**config.mk**
```make
export PLATFORM = sky130hd
export DESIGN_NAME = vga_sync_gen
export DESIGN_NICKNAME = d
export VERILOG_FILES = /design/src/rtl/vga_timing_pkg.sv /design/src/rtl/vga_axis_counter.sv /design/src/rtl/vga_sync_gen.sv
export SDC_FILE = /design/constraint.sdc
export NUM_CORES = 1
export LEC_CHECK = 0
export ABC_AREA = 0
export CORE_MARGIN = 2
export CORE_UTILIZATION = 36
export DETAILED_ROUTE_END_ITERATION = 6
export GPL_TIMING_DRIVEN = 0
export PLACE_DENSITY = 0.6
export SETUP_SLACK_MARGIN = 0.3
export SKIP_LAST_GASP = 1
export SLEW_MARGIN = 20
export SYNTH_ARGS = -nofsm -noshare
export SYNTH_HDL_FRONTEND = slang
export SYNTH_SLANG_ARGS = --single-unit
```
**constraint.sdc**
```tcl
create_clock -name clk -period 1.97 [get_ports clk]
set_input_delay 0.2955 -clock clk [delete_from_list [all_inputs] [get_ports clk]]
set_output_delay 0.2955 -clock clk [all_outputs]
set_load 0.02 [all_outputs]
```
**src/rtl/vga_timing_pkg.sv**
```systemverilog
// Shared VGA timing constants (640x480@60 defaults) and helpers for axis totals and sync bounds.
package vga_timing_pkg;

    localparam int unsigned DEF_H_DISPLAY = 640;
    localparam int unsigned DEF_H_FRONT   = 16;
    localparam int unsigned DEF_H_SYNC    = 96;
    localparam int unsigned DEF_H_BACK    = 48;
    localparam int unsigned DEF_V_DISPLAY = 480;
    localparam int unsigned DEF_V_FRONT   = 10;
    localparam int unsigned DEF_V_SYNC    = 2;
    localparam int unsigned DEF_V_BACK    = 33;
    localparam int unsigned DEF_CNT_W     = 11;
    localparam int unsigned DEF_TICK_DIV  = 4;

    function automatic int unsigned axis_total(input int unsigned display, input int unsigned front,
                                               input int unsigned sync, input int unsigned back);
        return display + front + sync + back;
    endfunction

    function automatic int unsigned sync_first(input int unsigned display, input int unsigned front);
        return display + front;
    endfunction

    function automatic int unsigned sync_last(input int unsigned display, input int unsigned front,
                                              input int unsigned sync);
        return display + front + sync - 1;
    endfunction

endpackage

```
**src/rtl/vga_axis_counter.sv**
```systemverilog
// One VGA axis: wrapping position counter with end decode and a registered sync output.
module vga_axis_counter
    import vga_timing_pkg::*;
#(
    parameter int unsigned LENGTH     = 800,
    parameter int unsigned SYNC_START = 656,
    parameter int unsigned SYNC_END   = 751,
    parameter bit          SYNC_POL   = 1'b0,
    parameter int unsigned CNT_W      = DEF_CNT_W
) (
    input  logic             clk,
    input  logic             reset,
    input  logic             i_en,
    output logic [CNT_W-1:0] o_count,
    output logic             o_end,
    output logic             o_sync
);

    localparam logic [CNT_W-1:0] LAST    = CNT_W'(LENGTH - 1);
    localparam logic [CNT_W-1:0] S_START = CNT_W'(SYNC_START);
    localparam logic [CNT_W-1:0] S_END   = CNT_W'(SYNC_END);

    logic [CNT_W-1:0] r_count;
    logic [CNT_W-1:0] w_count_next;
    logic             r_sync;
    logic             w_sync_next;

    assign o_count = r_count;
    assign o_sync  = r_sync;
    assign o_end   = (r_count == LAST);

    always_comb begin
        w_count_next = r_count;
        if (i_en) begin
            w_count_next = o_end ? '0 : r_count + CNT_W'(1);
        end
    end

    // NOTE: sync decodes the next count so the registered pulse lines up with the count itself.
    assign w_sync_next = ((w_count_next >= S_START) && (w_count_next <= S_END)) ? SYNC_POL : ~SYNC_POL;

    always_ff @(posedge clk) begin
        if (reset) begin
            r_count <= '0;
            r_sync  <= ~SYNC_POL;
        end else begin
            r_count <= w_count_next;
            r_sync  <= w_sync_next;
        end
    end

endmodule

```
**src/rtl/vga_sync_gen.sv**
```systemverilog
// Parametrised VGA horizontal/vertical timing generator.
// Define VGA_TICK_DIV_EN to derive the pixel tick internally (one per TICK_DIV clocks) instead of p_tick.
module vga_sync_gen
    import vga_timing_pkg::*;
#(
    parameter int unsigned H_DISPLAY = DEF_H_DISPLAY,
    parameter int unsigned H_FRONT   = DEF_H_FRONT,
    parameter int unsigned H_SYNC    = DEF_H_SYNC,
    parameter int unsigned H_BACK    = DEF_H_BACK,
    parameter int unsigned V_DISPLAY = DEF_V_DISPLAY,
    parameter int unsigned V_FRONT   = DEF_V_FRONT,
    parameter int unsigned V_SYNC    = DEF_V_SYNC,
    parameter int unsigned V_BACK    = DEF_V_BACK,
    parameter bit          HSYNC_POL = 1'b0,
    parameter bit          VSYNC_POL = 1'b0,
    parameter int unsigned CNT_W     = DEF_CNT_W,
    parameter int unsigned TICK_DIV  = DEF_TICK_DIV
) (
    input  logic             clk,
    input  logic             reset,
    input  logic             p_tick,
    output logic [CNT_W-1:0] pixel_x,
    output logic [CNT_W-1:0] pixel_y,
    output logic             h_end,
    output logic             v_end,
    output logic             hsync,
    output logic             vsync,
    output logic             video_on,
    output logic             frame_start
);

    localparam int unsigned       H_TOTAL   = axis_total(H_DISPLAY, H_FRONT, H_SYNC, H_BACK);
    localparam int unsigned       V_TOTAL   = axis_total(V_DISPLAY, V_FRONT, V_SYNC, V_BACK);
    localparam int unsigned       MAX_TOTAL = (H_TOTAL > V_TOTAL) ? H_TOTAL : V_TOTAL;
    localparam longint unsigned   CNT_RANGE = 64'd1 << CNT_W;

    if (H_FRONT == 0 || H_SYNC == 0 || H_BACK == 0 || V_FRONT == 0 || V_SYNC == 0 || V_BACK == 0) begin : g_bad_porch
        $error("vga_sync_gen: porch and sync widths must be non-zero");
    end
    if (CNT_RANGE < 64'(MAX_TOTAL)) begin : g_bad_width
        $error("vga_sync_gen: CNT_W too narrow for H_TOTAL/V_TOTAL");
    end
    if (TICK_DIV < 1) begin : g_bad_div
        $error("vga_sync_gen: TICK_DIV must be at least 1");
    end

    logic w_tick;
    logic w_v_en;
    logic r_frame_start;

`ifdef VGA_TICK_DIV_EN
    localparam int unsigned DIV_W = (TICK_DIV > 1) ? $clog2(TICK_DIV) : 1;

    logic [DIV_W-1:0] r_div;
    logic             w_unused_p_tick;

    assign w_unused_p_tick = p_tick;
    assign w_tick          = (r_div == DIV_W'(TICK_DIV - 1));

    always_ff @(posedge clk) begin
        if (reset || w_tick) begin
            r_div <= '0;
        end else begin
            r_div <= r_div + DIV_W'(1);
        end
    end
`else
    assign w_tick = p_tick;
`endif

    // The vertical axis steps once per line, on the tick that retires the last pixel.
    assign w_v_en = w_tick & h_end;

    vga_axis_counter #(
        .LENGTH     (H_TOTAL),
        .SYNC_START (sync_first(H_DISPLAY, H_FRONT)),
        .SYNC_END   (sync_last(H_DISPLAY, H_FRONT, H_SYNC)),
        .SYNC_POL   (HSYNC_POL),
        .CNT_W      (CNT_W)
    ) u_h_axis (
        .clk     (clk),
        .reset   (reset),
        .i_en    (w_tick),
        .o_count (pixel_x),
        .o_end   (h_end),
        .o_sync  (hsync)
    );

    vga_axis_counter #(
        .LENGTH     (V_TOTAL),
        .SYNC_START (sync_first(V_DISPLAY, V_FRONT)),
        .SYNC_END   (sync_last(V_DISPLAY, V_FRONT, V_SYNC)),
        .SYNC_POL   (VSYNC_POL),
        .CNT_W      (CNT_W)
    ) u_v_axis (
        .clk     (clk),
        .reset   (reset),
        .i_en    (w_v_en),
        .o_count (pixel_y),
        .o_end   (v_end),
        .o_sync  (vsync)
    );

    // Pulse lasts one clk even when the following clk carries no tick.
    always_ff @(posedge clk) begin
        if (reset) begin
            r_frame_start <= 1'b0;
        end else begin
            r_frame_start <= w_v_en & v_end;
        end
    end

    assign frame_start = r_frame_start;
    assign video_on    = (pixel_x < CNT_W'(H_DISPLAY)) && (pixel_y < CNT_W'(V_DISPLAY));

endmodule

```
==> results of run 1 <==
## layer usage
layer | part of all wire (%) | up-vias
met5 | 0 | -
met4 | 1.2 | 0
met3 | 4.8 | 8
met2 | 47 | 42
met1 | 47 | 736
li1 | - | 756
## layout make-up
cell class	count	area (sq um)	area share, %
multi-input cells	135	1030	44.3
repair buffers	59	551	23.7
flip-flops and latches	25	533	23.0
plain buffers	7	78.8	3.39
well taps	48	60.1	2.59
clock buffers	3	41.3	1.78
inverters	6	25.0	1.08
clock inverters	1	5.00	0.216
## registers in the layout, indices dropped and copies added (netlist names)
name and flops:
u_h_axis.o_sync 1, u_h_axis.o_count 11, u_v_axis.o_sync 1, u_v_axis.o_count 11
frame_start 1
## logic make-up after synthesis
group | synth area share (%)
flops | 35.1
compound gates | 16.3
fa+ha+maj | 2.63
simple gates | 33.2
mux | 0.702
xor+xnor | 7.37
buf+inv | 4.65
## cells in the final DEF (no fill, tap or decap), types with 4 or more instances in the layout
| master | count |
|---|---|
| xnor2_1 | 5 |
| clkdlybuf4s50_1 | 16 |
| dfxtp_1 | 9 |
| nor2_1 | 15 |
| nor2b_1 | 4 |
| buf_6 | 9 |
| dfxtp_2 | 11 |
| buf_4 | 24 |
| a21oi_1 | 10 |
| nand2_1 | 13 |
| xor2_1 | 7 |
| o21ai_0 | 10 |
| inv_1 | 4 |
| nand3_1 | 7 |
| dfxtp_4 | 5 |
| dlymetal6s2s_1 | 8 |
## final timing paths
kind,slack [ns],to,startpoint,cells after the start
max reg2reg,-0.04,u_v_axis.o_sync,u_h_axis.o_count[0],8
min reg2reg,0.52,u_v_axis.o_count[1],u_v_axis.o_count[1],2
max,-0.04,u_v_axis.o_sync,u_h_axis.o_count[0],8
min,0.52,u_h_axis.o_count[0],p_tick,3
## worst max-delay path, delay by kind of cell (launching register included)
| kind | cells | cell delay, ns |
|---|---|---|
| buf+inv | 2 | 0.27 |
| compound gates | 1 | 0.11 |
| simple gates | 4 | 1.00 |
| flops | 1 | 0.37 |
| fa+ha+maj | 1 | 0.13 |
## through the flow
step | util, % | TNS, ns | instances | instance area, sq um
4_1_cts | 55.3 | -0.0499 | 270 | 2070
3_3_place_gp | 49.2 | -2.55 | 251 | 1840
6_report | 62.0 | -0.0368 | 284 | 2320
5_1_grt | 62.0 | -0.194 | 284 | 2320
3_5_place_dp | 49.2 | -2.84 | 251 | 1840
2_1_floorplan | - | -0.00950 | 173 | 1480
## power groups by stage
stage               combinational [mW]  clock, mW  sequential [mW]
floorplan                       0.0158          0            0.531
detailed placement              0.0414          0            0.526
CTS                             0.0471      0.317            0.511
global placement                0.0404          0            0.525
global route                    0.0561      0.336            0.511
finish                          0.0509      0.304            0.510
## synth_stat cells (3+ instances only)
| cell | n |
|---|---|
| nor3_1 | 5 |
| xnor2_1 | 5 |
| clkbuf_1 | 3 |
| and3_1 | 4 |
| and4_1 | 3 |
| o21ai_0 | 12 |
| a21oi_1 | 13 |
| nand2_1 | 14 |
| xor2_1 | 7 |
| or4_1 | 3 |
| inv_1 | 6 |
| nor2_1 | 19 |
| nor2b_1 | 4 |
| dfxtp_1 | 25 |
| ha_1 | 3 |
| nand3_1 | 9 |
| nand4_1 | 3 |
## repair_timing
item | CTS | global route
pin swaps | 5 | 12
endpoints found under the setup margin | 34 | 25
buffers inserted | 15 | 14
resized for setup | 44 | 43
hold buffers | 0 | 0
==> results.ini, run 1 <==
[run_status]
outcome = complete, but fails checks
violations = setup timing

[floorplanning]
pin_count = 31
die_h_um = 66.9
die_w_um = 66.9
core_area_sq_um = 3740
initial_core_util_pct = 38.1
rows = 22
dieArea_sq_um = 4480

[critical_path]
cp-end-kind = flip-flop
cp_max_fo = 4
crit_chain = ha_4 > and4_1 > buf_6 > nand4_4 > buf_8 > nor4b_4 > o2111ai_1 > or4_1
critPathSlowestCell = or4_1
required_ns = 2.11
cp.arrival_ns = 2.15
critPathLaunchType = flip-flop
crit_type = flip-flop to flip-flop
max_stage_delay_ns = 0.42

[global_route]
grt_max_degree = 15
busiest_layer = met2
grt_overflow = 0
grt_usage_pct = 18.4
use_met1_pct = 25.1
grt_pass1_wl_um = 6330
use_met2_pct = 29.4
met3_usage_pct = 2.87
grt_pass1_vias = 1331
antenna_found_initial = 0

[detailed_routing]
drt_iter0_drc = 67
ant_nets = 0
avgViaCountPerCell = 5.43
drc_errors = 0
vias = 1542
wirelength_um = 4210
wl_per_cell_um = 14.8
first_pass_iters = 4

[placed_design]
dpl_worst_slack_ns = -0.593
io_buffers = 30
globalplace.congestion = 0.832
dp_hpwl_um = 2480

[clock_network]
cts_tree = done
cts_buffers = 3
clk_pin_slew_worst_paths_ns = 0.08
htreeDepth = 1
clk_path_buf_depth = 2
clk_latency_ns = 0.27
clock_sinks = 25
cts_root_buf = clkbuf_8

[layout]
finalNetCount = 243
n_fill_cell = 324
drive_gt1_share_pct = 37.7
area_growth_pct = 63.0
n_antenna_cell = 0

[pwr]
cellPowerDensity_nw_per_um2 = 372
pwr-share-clk_pct = 35.1
p_sw_share_pct = 22.4
internal_power_mw = 0.671
p_leak_nw = 0.984
power_frac_comb_pct = 5.9
power.total_mw = 0.864
p_sw_mw = 0.193
p_seq_share_pct = 59.0
ir_drop_mv = 0.274

[worst_hold_path]
hp-class = primary input to flip-flop

[timing]
max_freq_mhz = 498
slew_violations = 0
setup_ws_ns = -0.0368
slew-limit-headroom_pct = 62.1
rsz0062_at_grt = true
hold_ws_ns = 0.517
fin_skew_ns = 0.00288
hold_violations = 0
fin_crit_sh_pct = 102
worst_pin_slew_ns = 0.569
setup_viol = 1
min_period_ns = 2.01

[logic_synthesis]
ys_ff_latch = 25
synth_top_area_share_pct = 35.1
synth_cell_type_count = 45
synth_seq_area_share_pct = 35.1
synth_cells = 173
synth_top_area_cell = dfxtp_1
postSynth.asyncResetShare_pct = 0
synth-edff-count = 0
synth_flop_cell = dfxtp_1
avgSynthCellArea_sq_um = 8.24
synth_nets = 179
syn_area_sq_um = 1430
synth.area.top_cells = dfxtp_1 35%, nor2_1 5.0%, a21oi_1 4.6%
ys_warn_count = 0

[flow_run]
drv_cap = 0

(Power assumes the default switching activity.)
==> run 2, diff against run 1 <==
- CORE_MARGIN: 2 -> not set
- CTS_BUF_LIST: not set -> sky130_fd_sc_hd__clkbuf_4 sky130_fd_sc_hd__clkbuf_8 sky130_fd_sc_hd__clkbuf_16
==> run 2 against run 1 <==
Compared with the run above:
- the flow still finishes with violations (setup timing)
- clock skew rose by 0.0048 ns
- sequential share of layout area rose by 0.44 points
- routed wire length fell by 4.7%
- critical path depth did not move
- flip-flop and latch count did not move
- first-iteration DRC count rose by 16%
- worst hold slack got worse by 0.011 ns
- fmax fell by 0.95%
- utilization fell by 1.4 points
- via count did not move
- sequential power barely moved
- critical path type unchanged
- largest cell class unchanged
- largest power group unchanged
- highest routed layer unchanged
==> results.ini, run 2 (same netlist as run 1, synthesis figures left out) <==
[critical_path]
reg2reg_slack_ns = -0.06  ; -0.02 ns
cp_top_family = simple AND/OR/NAND/NOR gates
critPathBufInv = 2  ; unchanged
cp-end-kind = flip-flop
crit_chain = ha_4 > and4_1 > buf_6 > nand4_4 > buf_8 > nor4b_4 > o2111ai_2 > or4_1
cp.arrival_ns = 2.18  ; +0.03 ns
crit_type = flip-flop to flip-flop
critPathSlowestCell = or4_1
max_stage_delay_ns = 0.41  ; about the same
critPathLaunchType = flip-flop
startpoint = u_h_axis.o_count[0]
worstReg2RegStart = u_h_axis.o_count[0]
cp_max_fo = 4  ; unchanged
required_ns = 2.12  ; about the same

[placed_design]
globalplace.congestion = 0.869  ; +4.5%
io_buffers = 30  ; unchanged
dp.cells = 251  ; unchanged
placedInstanceArea_sq_um = 1840  ; unchanged
dp_hpwl_um = 2490  ; about the same

[layout]
multi_input_area_sq_um = 1000  ; -2.7%
final_area_sq_um = 2250  ; -3.0%
layout_common_cells = 22 x buf_4, 14 x nor2_1, 14 x dfxtp_1
n_antenna_cell = 0  ; unchanged
final_common_cell = buf_4
area_growth_pct = 58.0
fin_util_pct = 60.6  ; -1.4 points
finalNetCount = 240  ; -1.2%
drive_gt1_share_pct = 33.9  ; -3.8 points
final_cells = 281  ; -1.1%
n_fill_cell = 345  ; +6.5%
seq_area_sq_um = 527  ; -1.2%

[run_status]
violations = setup timing
outcome = complete, but fails checks

[floorplanning]
core_area_sq_um = 3720  ; -0.74%
die_w_um = 64.9  ; -3.0%
rows = 22  ; unchanged
dieArea_sq_um = 4210  ; -5.9%
die_h_um = 64.9  ; -3.0%
initial_core_util_pct = 38.4  ; +0.28 points
pin_count = 31  ; unchanged

[clock_network]
cts_buffers = 3  ; unchanged
htreeDepth = 1  ; unchanged
cts_root_buf = clkbuf_8
clk_latency_ns = 0.28  ; about the same
clk_pin_slew_worst_paths_ns = 0.09  ; about the same
cts_tree = done
ctsHoldBuffers = 0  ; unchanged
clock_sinks = 25  ; unchanged
clk_path_buf_depth = 2  ; unchanged

[timing]
hold_violations = 0  ; unchanged
rsz0062_at_grt = true
worst_pin_slew_ns = 0.535  ; -0.0333 ns
setup_tns_ns = -0.0589  ; -0.0222 ns
setup_viol = 2  ; +1
min_period_ns = 2.03  ; +0.0193 ns
slew_violations = 0  ; unchanged
slew-limit-headroom_pct = 64.3  ; +2.2 points
fin_crit_sh_pct = 103  ; +0.98 points
max_freq_mhz = 494  ; -0.95%
fin_skew_ns = 0.00765  ; +0.00476 ns
setup_ws_ns = -0.0561  ; -0.0193 ns

[worst_hold_path]
min-delay-start = u_v_axis.o_count[0]
hp-class = flip-flop to flip-flop

[detailed_routing]
wl_per_cell_um = 14.3  ; -3.7%
wirelength_um = 4010  ; -4.7%
first_pass_iters = 4  ; unchanged
avgViaCountPerCell = 5.49  ; +1.1%
drt_iter0_drc = 78  ; +16%
drc_errors = 0  ; unchanged
vias = 1542  ; unchanged
ant_nets = 0  ; unchanged

[global_route]
antenna_found_initial = 0  ; unchanged
grt_usage_pct = 19.7  ; +1.3 points
grt_overflow = 0  ; unchanged
grt_pass1_wl_um = 6530  ; +3.2%
grt_pass1_vias = 1461  ; +9.8%
grt_max_degree = 16  ; +1

[pwr]
ir_drop_mv = 0.215  ; -21%
power.total_mw = 0.883  ; +2.1%
cellPowerDensity_nw_per_um2 = 392  ; +5.3%
p_leak_nw = 0.995  ; +1.2%

[flow_run]
drv_cap = 0  ; unchanged

run 2: changes by cell type in the layout (fill, tap and decap cells not counted), moves of 2 or more:
cell and change:
dfxtp_1 +5, dfxtp_2 -5, clkdlybuf4s50_1 -5, buf_4 -2
buf_6 -2, nor2_2 +2, dlygate4sd2_1 +4
run 2: tightest hold or removal path, delay by kind of cell, from the launching register on:
family | cells | cell delay (ns)
AOI/OAI and AO/OA | 1 | 0.05
DFF | 1 | 0.37
and+or+nand+nor | 1 | 0.05
run 2: layout make-up:
| type | count | area share [%] |
|---|---|---|
| multi-input cells | 135 | 44.4 |
| inverters | 6 | 1.00 |
| clock inverters | 1 | 0.278 |
| clock buffers | 3 | 1.83 |
| repair buffers | 56 | 23.2 |
| plain buffers | 7 | 3.22 |
| well taps | 48 | 2.67 |
| flip-flops and latches | 25 | 23.4 |
run 2: per-stage QoR:
stage	setup slack (ns)	hold slack, ns
2_1_floorplan	-0.00950	0.368
4_1_cts	-0.0158	0.511
3_3_place_gp	-0.554	0.501
6_report	-0.0561	0.507
5_1_grt	-0.162	0.537
3_5_place_dp	-0.552	0.511
run 2: per-layer routing:
metal  GRT usage, %  wire [um]  vias up
met5              0          0        -
met4           8.33         89        0
met3           2.82        149       11
met2           33.2       1970       41
met1           24.7       1800      747
li1               -          -      743
run 2: worst paths after layout:
path / depth (start not counted) / end
setup reg to reg: 8 / u_v_axis.o_sync
setup / recovery: 8 / u_v_axis.o_sync
hold / removal: 2 / u_v_axis.o_count[0]
hold reg to reg: 2 / u_v_axis.o_count[0]
run 2: timing repair:
item,in CTS,in global routing
resized for setup,51,25
setup buffers,20,6
pin swaps,13,4
setup endpoints to repair,36,27
run 2: where the power goes:
group | switching [mW] | total [mW] | internal (mW) | leakage, nW
Clock | 0.179 | 0.324 | 0.145 | 0.0260
Sequential | 0.00429 | 0.510 | 0.505 | 0.209
Combinational | 0.0264 | 0.0496 | 0.0232 | 0.760
==> run 3, diff against run 2 <==
- SKIP_CTS_REPAIR_TIMING: not set -> 1
==> run 3 against run 2 <==
Compared with the run above:
- the run still ends with setup timing left
- via count decreased by 4.0%
- fmax decreased by 0.38%
- register-to-register slack about the same
- non-clock buffer count decreased by 9
- routed wire length decreased by 6.1%
- clock power about the same
- largest cell class unchanged
- clock skew about the same
- highest routed layer unchanged
- critical path depth unchanged
- power decreased by 0.16%
- critical endpoint is now u_h_axis.o_sync
- die area unchanged
- sequential power about the same
- first-iteration DRC count increased by 62%
==> results.ini, run 3 (same netlist as run 1, synthesis figures left out) <==
[run_status]
outcome = complete, but fails checks
violations = setup timing

[worst_hold_path]
min_to = u_h_axis.o_count[0]
min_path_cells = 3  ; +1
hp-class = primary input to flip-flop
min-delay-start = p_tick

[critical_path]
critPathSlowestCell = dfxtp_4
cp-end-kind = flip-flop
crit_type = flip-flop to flip-flop
worstReg2RegStart = u_h_axis.o_count[0]
required_ns = 2.15  ; +0.03 ns
critPathLaunchType = flip-flop
cp.arrival_ns = 2.21  ; +0.03 ns
reg2reg_slack_ns = -0.06  ; about the same
cp_top_family = compound AO/OA/AOI/OAI gates
max_stage_delay_ns = 0.36  ; -0.05 ns
crit_chain = ha_4 > and4_1 > buf_6 > nand4_4 > buf_8 > nand2_1 > a311o_1 > a211o_1
cp_max_fo = 10  ; +6
critPathBufInv = 2  ; unchanged
rr_worst_depth = 8  ; unchanged
r2r-end = u_h_axis.o_sync

[global_route]
grt_pass1_wl_um = 6040  ; -7.6%
grt_max_degree = 16  ; unchanged
grt_overflow = 0  ; unchanged
grt_usage_pct = 18.1  ; -1.6 points
antenna_found_initial = 0  ; unchanged
grt_pass1_vias = 1385  ; -5.2%

[detailed_routing]
wirelength_um = 3760  ; -6.1%
vias = 1481  ; -4.0%
drc_errors = 0  ; unchanged
first_pass_iters = 4  ; unchanged
wl_per_cell_um = 13.8  ; -3.0%
drt_iter0_drc = 126  ; +62%
ant_nets = 0  ; unchanged
avgViaCountPerCell = 5.44  ; -0.78%

[timing]
max_freq_mhz = 492  ; -0.38%
fin_crit_sh_pct = 103  ; +0.39 points
rsz0062_at_grt = true
slew-limit-headroom_pct = 67.7  ; +3.3 points
setup_ws_ns = -0.0638  ; -0.00770 ns
hold_violations = 0  ; unchanged
worst_pin_slew_ns = 0.485  ; -0.0501 ns
slew_violations = 0  ; unchanged
min_period_ns = 2.03  ; +0.00770 ns
setup_viol = 3  ; +1
fin_skew_ns = 0.00754  ; -0.000110 ns

[clock_network]
clock_sinks = 25  ; unchanged
clk_pin_slew_worst_paths_ns = 0.10  ; about the same
cts_tree = done
clk_latency_ns = 0.28  ; about the same
htreeDepth = 1  ; unchanged
clk_path_buf_depth = 2  ; unchanged
cts_root_buf = clkbuf_8
cts_buffers = 3  ; unchanged

[pwr]
ir_drop_mv = 0.197  ; -8.5%
cellPowerDensity_nw_per_um2 = 410  ; +4.6%
p_leak_nw = 0.901  ; -9.5%
power.total_mw = 0.882  ; -0.16%

[placed_design]
dp_hpwl_um = 2490  ; unchanged
globalplace.congestion = 0.869  ; unchanged
io_buffers = 30  ; unchanged
dpl_worst_slack_ns = -0.552  ; unchanged

[floorplanning]
core_area_sq_um = 3720  ; unchanged
die_h_um = 64.9  ; unchanged
dieArea_sq_um = 4210  ; unchanged
rows = 22  ; unchanged
die_w_um = 64.9  ; unchanged
pin_count = 31  ; unchanged
initial_core_util_pct = 38.4  ; unchanged

[layout]
area_growth_pct = 50.8
drive_gt1_share_pct = 29.9  ; -4.0 points
n_antenna_cell = 0  ; unchanged
layout_common_cells = 19 x clkdlybuf4s50_1, 17 x buf_4, 15 x nor2_1
final_common_cell = clkdlybuf4s50_1
finalNetCount = 231  ; -3.8%

[flow_run]
drv_cap = 0  ; unchanged

## run 3: cell count changes in the layout (fill, tap and decap cells not counted), sizes merged
cell           delta
clkbuf            +1
clkdlybuf4s50     +8
dlygate4sd2       -7
buf              -11
## run 3: layout make-up
| cell class | instances | area [sq um] |
|---|---|---|
| fillers | 363 | 1570 |
| multi-input cells | 135 | 981 |
| flip-flops and latches | 25 | 532 |
| repair buffers | 47 | 440 |
| plain buffers | 7 | 66.3 |
| well taps | 48 | 60.1 |
| clock buffers | 3 | 41.3 |
| inverters | 6 | 22.5 |
| clock inverters | 1 | 6.26 |
## run 3: per-stage QoR
| step | instance area (sq um) | TNS, ns | utilization [%] | hold WS (ns) | std cells |
|---|---|---|---|---|---|
| floorplan | 1480 | -0.00950 | - | 0.368 | 173 |
| global placement | 1840 | -2.46 | 49.6 | 0.501 | 251 |
| detailed placement | 1840 | -2.89 | 49.6 | 0.511 | 251 |
| CTS | 1890 | -1.41 | 50.8 | 0.526 | 255 |
| global route | 2150 | -0.441 | 57.8 | 0.436 | 272 |
| finish | 2150 | -0.119 | 57.8 | 0.409 | 272 |
## run 3: where the power goes
part | total (mW) | switching [mW] | internal (mW)
registers | 0.510 | 0.00451 | 0.505
logic | 0.0495 | 0.0258 | 0.0237
clock network | 0.322 | 0.177 | 0.145
total | 0.882 | 0.208 | 0.674
## run 3: tightest hold or removal path: cells and delay by family
family / cells / cell delay [ns]
buffers and inverters: 1 / 0.19
AND/OR/NAND/NOR: 1 / 0.08
XOR/XNOR: 1 / 0.09
## run 3: how the worst max path moves through the flow
stage	from	end	slack, ns	cells past startpoint
5_1_grt	u_h_axis.o_count[0]	u_v_axis.o_sync	-0.16	8
6_report	u_h_axis.o_count[0]	u_h_axis.o_sync	-0.06	8
3_5_place_dp	p_tick	u_v_axis.o_sync	-0.55	7
3_3_place_gp	p_tick	u_v_axis.o_sync	-0.55	7
4_1_cts	u_v_axis.o_count[0]	v_end	-0.54	6
2_1_floorplan	u_v_axis.o_count[0]	u_v_axis.o_sync	-0.009	8
## run 3: per-layer routing
| layer | up-vias | part of all wire (%) | wire (um) | track usage [%] |
|---|---|---|---|---|
| met5 | - | 0 | 0 | 0 |
| met3 | 9 | 5.2 | 196 | 2.29 |
| met1 | 692 | 46 | 1730 | 23.7 |
| li1 | 729 | - | - | - |
| met4 | 0 | 2.0 | 74 | 8.06 |
| met2 | 51 | 47 | 1760 | 29.4 |
